===== config.mk =====
export PLATFORM = sky130hd
export DESIGN_NAME = mseq
export DESIGN_NICKNAME = d
export VERILOG_FILES = /design/src/rtl/mseq_pkg.sv /design/src/rtl/mseq.sv
export SDC_FILE = /design/constraint.sdc
export NUM_CORES = 1
export LEC_CHECK = 0
export CORE_MARGIN = 3
export CORE_UTILIZATION = 44
export DETAILED_ROUTE_END_ITERATION = 6
export PLACE_DENSITY = 0.79
export SYNTH_ARGS = -nofsm -noshare
export SYNTH_HDL_FRONTEND = slang
export SYNTH_SLANG_ARGS = --single-unit

===== constraint.sdc =====
create_clock -name clk -period 2.4 [get_ports clk]
set_input_delay 0.48 -clock clk [delete_from_list [all_inputs] [get_ports clk]]
set_output_delay 0.48 -clock clk [all_outputs]
set_load 0.01 [all_outputs]

===== src/rtl/mseq_pkg.sv =====
// mseq_pkg: shared state encoding, address width default and width-to-stride helper for mseq.
package mseq_pkg;
  localparam int MSEQ_ADDR_W = 10;
  typedef enum logic [1:0] {
    MSEQ_IDLE = 2'd0,
    MSEQ_RUN  = 2'd1,
    MSEQ_DONE = 2'd2
  } mseq_state_e;
  function automatic logic [4:0] width_stride(input logic [3:0] w);
    return (w == 4'd0) ? 5'd16 : {1'b0, w};
  endfunction
endpackage


===== src/rtl/mseq.sv =====
// mseq: systolic matrix-multiply operand sequencer driving mcount and the operand fetch handshake.
module mseq
  import mseq_pkg::*;
#(
  parameter int ADDR_W = MSEQ_ADDR_W
) (
  input  logic              clk,
  input  logic              resetl,
  input  logic              mstart,
  input  logic [ADDR_W-1:0] mbase,
  input  logic              mtxc,
  input  logic [3:0]        mwidth,
  input  logic              count1,
  input  logic              mack,
  output logic              cntld,
  output logic              cnten,
  output logic              mreq,
  output logic [ADDR_W-1:0] maddr,
  output logic              mlast,
  output logic              mdone,
  output logic              busy
);
  mseq_state_e state, state_nxt;
  logic [4:0] stride;
  always_ff @(posedge clk or negedge resetl)
    if (!resetl) state <= MSEQ_IDLE;
    else state <= state_nxt;
  always_comb
    state_nxt = (state == MSEQ_RUN) ? ((mack && count1) ? MSEQ_DONE : MSEQ_RUN)
                                    : (mstart ? MSEQ_RUN : MSEQ_IDLE);
  // mstart is honoured in IDLE and DONE, which gives back-to-back sequences
  always_comb begin
    cntld = mstart && state != MSEQ_RUN;
    cnten = mack && state == MSEQ_RUN;
    mlast = cnten && count1;
    mdone = state == MSEQ_DONE;
  end
  always_ff @(posedge clk or negedge resetl)
    if (!resetl) begin
      maddr  <= '0;
      stride <= 5'd1;
      mreq   <= 1'b0;
      busy   <= 1'b0;
    end else begin
      mreq <= state_nxt == MSEQ_RUN;
      busy <= state_nxt != MSEQ_IDLE;
      if (cntld) begin
        maddr  <= mbase;
        stride <= mtxc ? width_stride(mwidth) : 5'd1;
      end else if (cnten) begin
        maddr <= maddr + ADDR_W'(stride);
      end
    end
endmodule


==> metrics.yaml, run 1 <==
critPathCaptureType: "output pin"
postCtsSetupBuffers: 0
initial_utilization_pct: 48.97
cp_data_required_time_ns: 1.92
grt_pass1_wl_um: 4160
antennaDiodeCount: 0
wire_per_inst_um: 13.37
fin_skew_ns: 0.004463
relSlewSlack_pct: 69.79
setup_viol: 0
status: "finished clean"
synth_edf_count: 0
avgSynthCellArea_um2: 9.437
netlist_instances: 107
grt_max_degree: 21
drt_iter0_drc: 19
wl_um: 2340
clock_latency_ns: 0.29
ys_warn_count: 0
grt_usage_pct: 19.53
viasPerCell: 5.326
slew_viol_final: 0
async_flop_share_pct: 100.0
nets: 175
crit_fanout: 4
clk_transition_reported_paths_ns: 0.10
die_w_um: 53.91
synth_area_um2: 1010
rsz0062_at_grt: "no"
critPathKind: "in -> out"
dp_hpwl_um: 1826
pin_count: 36
cts-root-buf: "clkbuf_4"
fmaxAchievable_mhz: 439.1
holdCritPathClass: "reg -> reg"
grt_overflow: 0
ant_nets: 0
numCtsBuffers: 3
tns_ns: 0
fp.dieH_um: 53.91
power_density_nw_per_um2: 926.8
num_rows: 16
drc: 0
cts.sinks: 18
reg2reg_slack_ns: 0.40
tightest_slew_ns: 0.4502
synth-main-ff-cell: "dfrtp_1"
synthesis.nets: 133
tritoncts: "done"
drive_gt1_share_pct: 8.108
start_kind: "primary input"
cts_resized: 0
die_area_um2: 2906
ys_seq_area_share_pct: 44.73
worst_ep_arrival_time_ns: 1.80
synthDistinctLibCells: 32
detail_route.first_pass.iterations: 4
min-delay-start: "stride[0]"
finalHoldViolCount: 0
ir_drop_uv: 536.8
p_leak_nw: 0.6322
hold_slack_ns: 0.4926
grt_pass1_vias: 954
antenna_found_initial: 0
syn2layout_area_growth_pct: 43.99
startpoint: "mack"
core_um2: 2062
htreeDepth: 1
clock_path_buffers: 2
max-cap-violations: 0
vias: 932
period_needed_ns: 2.277
ys_seq_elements: 18
worstReg2RegStart: "stride[0]"
period_share_pct: 94.88
postCtsHoldBufs: 0
gp_congestion: 0.8452
port_buffers: 35
synth_stat cells, drive strengths merged, types with 2 or more instances:
library cell	instances	area (µm²)
a21o	2	15.01
nand2b	2	12.51
mux2i	2	20.02
nand2	17	63.81
buf	2	10.01
nor2b	3	18.77
and2	2	12.51
a21oi	4	20.02
or4	5	37.54
nand3	5	25.02
nor2	9	33.78
dfrtp	17	425.4
xor2	2	17.52
a31oi	6	37.54
o21ai	6	30.03
o31ai	4	30.03
ha	5	62.56
clkinv	2	8.750
power by group:
part	internal (W)	switching, W	total (W)
clock network	0.0000923	0.0000936	0.000186
registers	0.000400	0.0000875	0.000487
logic	0.000355	0.000319	0.000674
through the flow:
step,util [%],cells,worst slack [ns],power [W],cell area [µm²]
2_1_floorplan,-,107,0.5670,0.0008669,1010
3_3_place_gp,68.75,171,0.1418,0.001141,1418
3_5_place_dp,68.75,171,0.1146,0.001169,1418
4_1_cts,70.51,175,0.1082,0.001360,1454
5_1_grt,70.51,175,0.05435,0.001470,1454
6_report,70.51,175,0.1229,0.001348,1454
logic make-up after synthesis:
kind of cell,share of synthesized area (%)
xor+xnor,2.603
buf+inv,2.229
fa+ha+maj,8.179
simple gates,23.30
mux,1.983
compound gates,16.98
flops,44.73
worst paths after layout:
| path | endpoint | depth (start not counted) |
|---|---|---|
| worst min-delay path | stride[0] | 2 |
| worst min register to register | stride[0] | 2 |
| worst max-delay path | mlast | 5 |
| worst max register to register | maddr[8] | 6 |
| min in group asynchronous | maddr[6] | 2 |
| max in group asynchronous | stride[0] | 2 |
state kept, by name, indices dropped and copies added, names as in the netlist:
| name | flops |
|---|---|
| busy | 1 |
| maddr | 10 |
| state | 2 |
| stride | 5 |
critical path, stage by stage:
cell	delay (ns)
clkdlybuf4s50_1	0.50
nand3b_4	0.09
clkinv_2	0.07
and2_1	0.12
clkdlybuf4s50_1	0.53
cell type report:
class,instances,area [µm²]
Timing Repair Buffer,40,387.9
Inverter,2,8.758
Tap cell,27,33.78
Multi-Input combinational cell,84,535.5
Sequential cell,18,451.7
Clock buffer,4,36.28
Fill cell,168,608.1
layout by cell type (no fill, tap or decap), types with 2 or more instances in the layout:
cell	instances
a31oi_1	6
o31ai_1	4
dfrtp_1	17
or4_1	5
o21ai_0	4
nand2b_1	2
a21oi_1	4
and2_1	2
clkdlybuf4s50_1	35
nor2b_1	3
o21ai_1	2
nor2_1	9
mux2i_1	2
xor2_1	2
nand3_1	5
clkbuf_4	3
nand2_1	17
ha_1	5
a21o_1	2
buf_4	5
metal layers:
layer	track usage [%]	vias to the layer above	routed length, µm
met2	34.27	20	1163
met3	3.324	4	107
li1	-	471	-
met4	6.383	0	40
met5	0	-	0
met1	24.00	437	1029
Note: power is estimated with default switching activity, not from simulation.
==> run 2, diff against run 1 <==
CORE_MARGIN = 4   (was 3)
==> run 2 against run 1 <==
Compared with the run above: utilization decreased by 4.5 points; cell count rose by 0.57%; flip-flop and latch count did not move; wire length shrank 0.77%; clock power fell by 17%; via count increased by 1.4%; combinational power down 1%; total power down 3.1%; global-route usage fell by 3.6 points; clock-buffer cell count is the same; critical endpoint unchanged; largest power group unchanged.
==> metrics.yaml, run 2 (synthesis gave the netlist of run 1 again) <==
cp_data_required_time_ns: 1.92
wire_per_inst_um: 13.19
start_kind: "primary input"
largest_reg_flops: 10
clock_path_buffers: 2
detail_route.first_pass.iterations: 4
viasPerCell: 5.369
vias: 945
worst_ep_arrival_time_ns: 1.77
reg_top3: "maddr x10, stride x5, state x2"
fin_skew_ns: 0.005672
holdCritPathClass: "reg -> reg"
max-cap-violations: 0
setup_viol: 0
rsz0062_at_grt: "no"
period_needed_ns: 2.253
min-delay-start: "stride[3]"
initial_utilization_pct: 46.09
drive_gt1_share_pct: 7.432
relSlewSlack_pct: 69.13
drt_iter0_drc: 12
ir_drop_uv: 546.9
antennaDiodeCount: 0
hold_slack_ns: 0.4876
final_common_cell: "clkdlybuf4s50_1"
grt_pass1_wl_um: 3981
reg2reg_slack_ns: 0.41
reg2reg_depth: 6
finalHoldViolCount: 0
regMostFlops: "maddr"
n_fill_cell: 183
crit_fanout: 4
grt_pass1_vias: 937
nets: 175
syn2layout_area_growth_pct: 43.12
use_met3_pct: 1.856
grt_max_degree: 21
antenna_found_initial: 0
tritoncts: "done"
slew_viol_final: 0
grt_overflow: 0
dp_hpwl_um: 1831
hold_end: "stride[3]"
cts-root-buf: "clkbuf_4"
wl_um: 2322
postCtsHoldBufs: 0
grt_usage_pct: 15.95
postCtsSetupBuffers: 0
critPathKind: "in -> out"
status: "finished clean"
fp.dieH_um: 55.91
tightest_slew_ns: 0.4600
core_um2: 2191
use_met1_pct: 18.45
htreeDepth: 1
pin_count: 36
gp_congestion: 0.8182
critPathCaptureType: "output pin"
die_area_um2: 3125
cts_resized: 0
hold_depth: 2
clk_transition_reported_paths_ns: 0.09
power_density_nw_per_um2: 903.8
fmaxAchievable_mhz: 443.9
period_share_pct: 93.87
port_buffers: 35
drc: 0
tns_ns: 0
clock_latency_ns: 0.29
top_usage_layer: "met2"
die_w_um: 55.91
numCtsBuffers: 3
grt_use_met2_pct: 29.05
ant_nets: 0
p_leak_nw: 0.6262
worstReg2RegStart: "stride[0]"
cts.sinks: 18
num_rows: 17
r2r_end: "maddr[8]"
final_cell_mix: "35 x clkdlybuf4s50_1, 17 x nand2_1, 17 x dfrtp_1"
-- run 2: worst max path at each step --
stage / startpoint / to
6_report: mack / mlast
5_1_grt: mack / mlast
4_1_cts: mack / mlast
3_5_place_dp: mack / mlast
3_3_place_gp: mack / mlast
2_1_floorplan: stride[0] / maddr[8]
-- run 2: power by group --
part	internal (W)	switching (W)
clock network	0.0000645	0.0000890
logic	0.000354	0.000311
registers	0.000400	0.0000867
total	0.000819	0.000487
-- run 2: cell type report --
class	instances	area, µm²	area share, %
Clock buffer	4	26.28	1.818
Inverter	2	8.758	0.6061
Multi-Input combinational cell	84	535.5	37.06
Sequential cell	18	451.7	31.26
Tap cell	28	35.03	2.424
Timing Repair Buffer	40	387.9	26.84
-- run 2: routing by layer --
layer | up-vias | wire (µm)
met4 | 0 | 21
met5 | - | 0
met2 | 15 | 1252
met1 | 455 | 986
met3 | 2 | 62
li1 | 473 | -
-- run 2: stage by stage --
| stage | area [µm²] | setup slack [ns] | util, % | instances | power (W) |
|---|---|---|---|---|---|
| 2_1_floorplan | 1010 | 0.5670 | - | 107 | 0.0008669 |
| 4_1_cts | 1445 | 0.1322 | 65.96 | 176 | 0.001325 |
| 5_1_grt | 1445 | 0.08412 | 65.96 | 176 | 0.001422 |
| 3_5_place_dp | 1419 | 0.1348 | 64.76 | 172 | 0.001164 |
| 3_3_place_gp | 1419 | 0.1438 | 64.76 | 172 | 0.001144 |
| 6_report | 1445 | 0.1471 | 65.96 | 176 | 0.001306 |
-- run 2: critical path, stage by stage --
cell and delay, ns:
clkdlybuf4s50_1 0.50, nand3b_4 0.09, clkinv_2 0.06, and2_1 0.11, clkdlybuf4s50_1 0.52
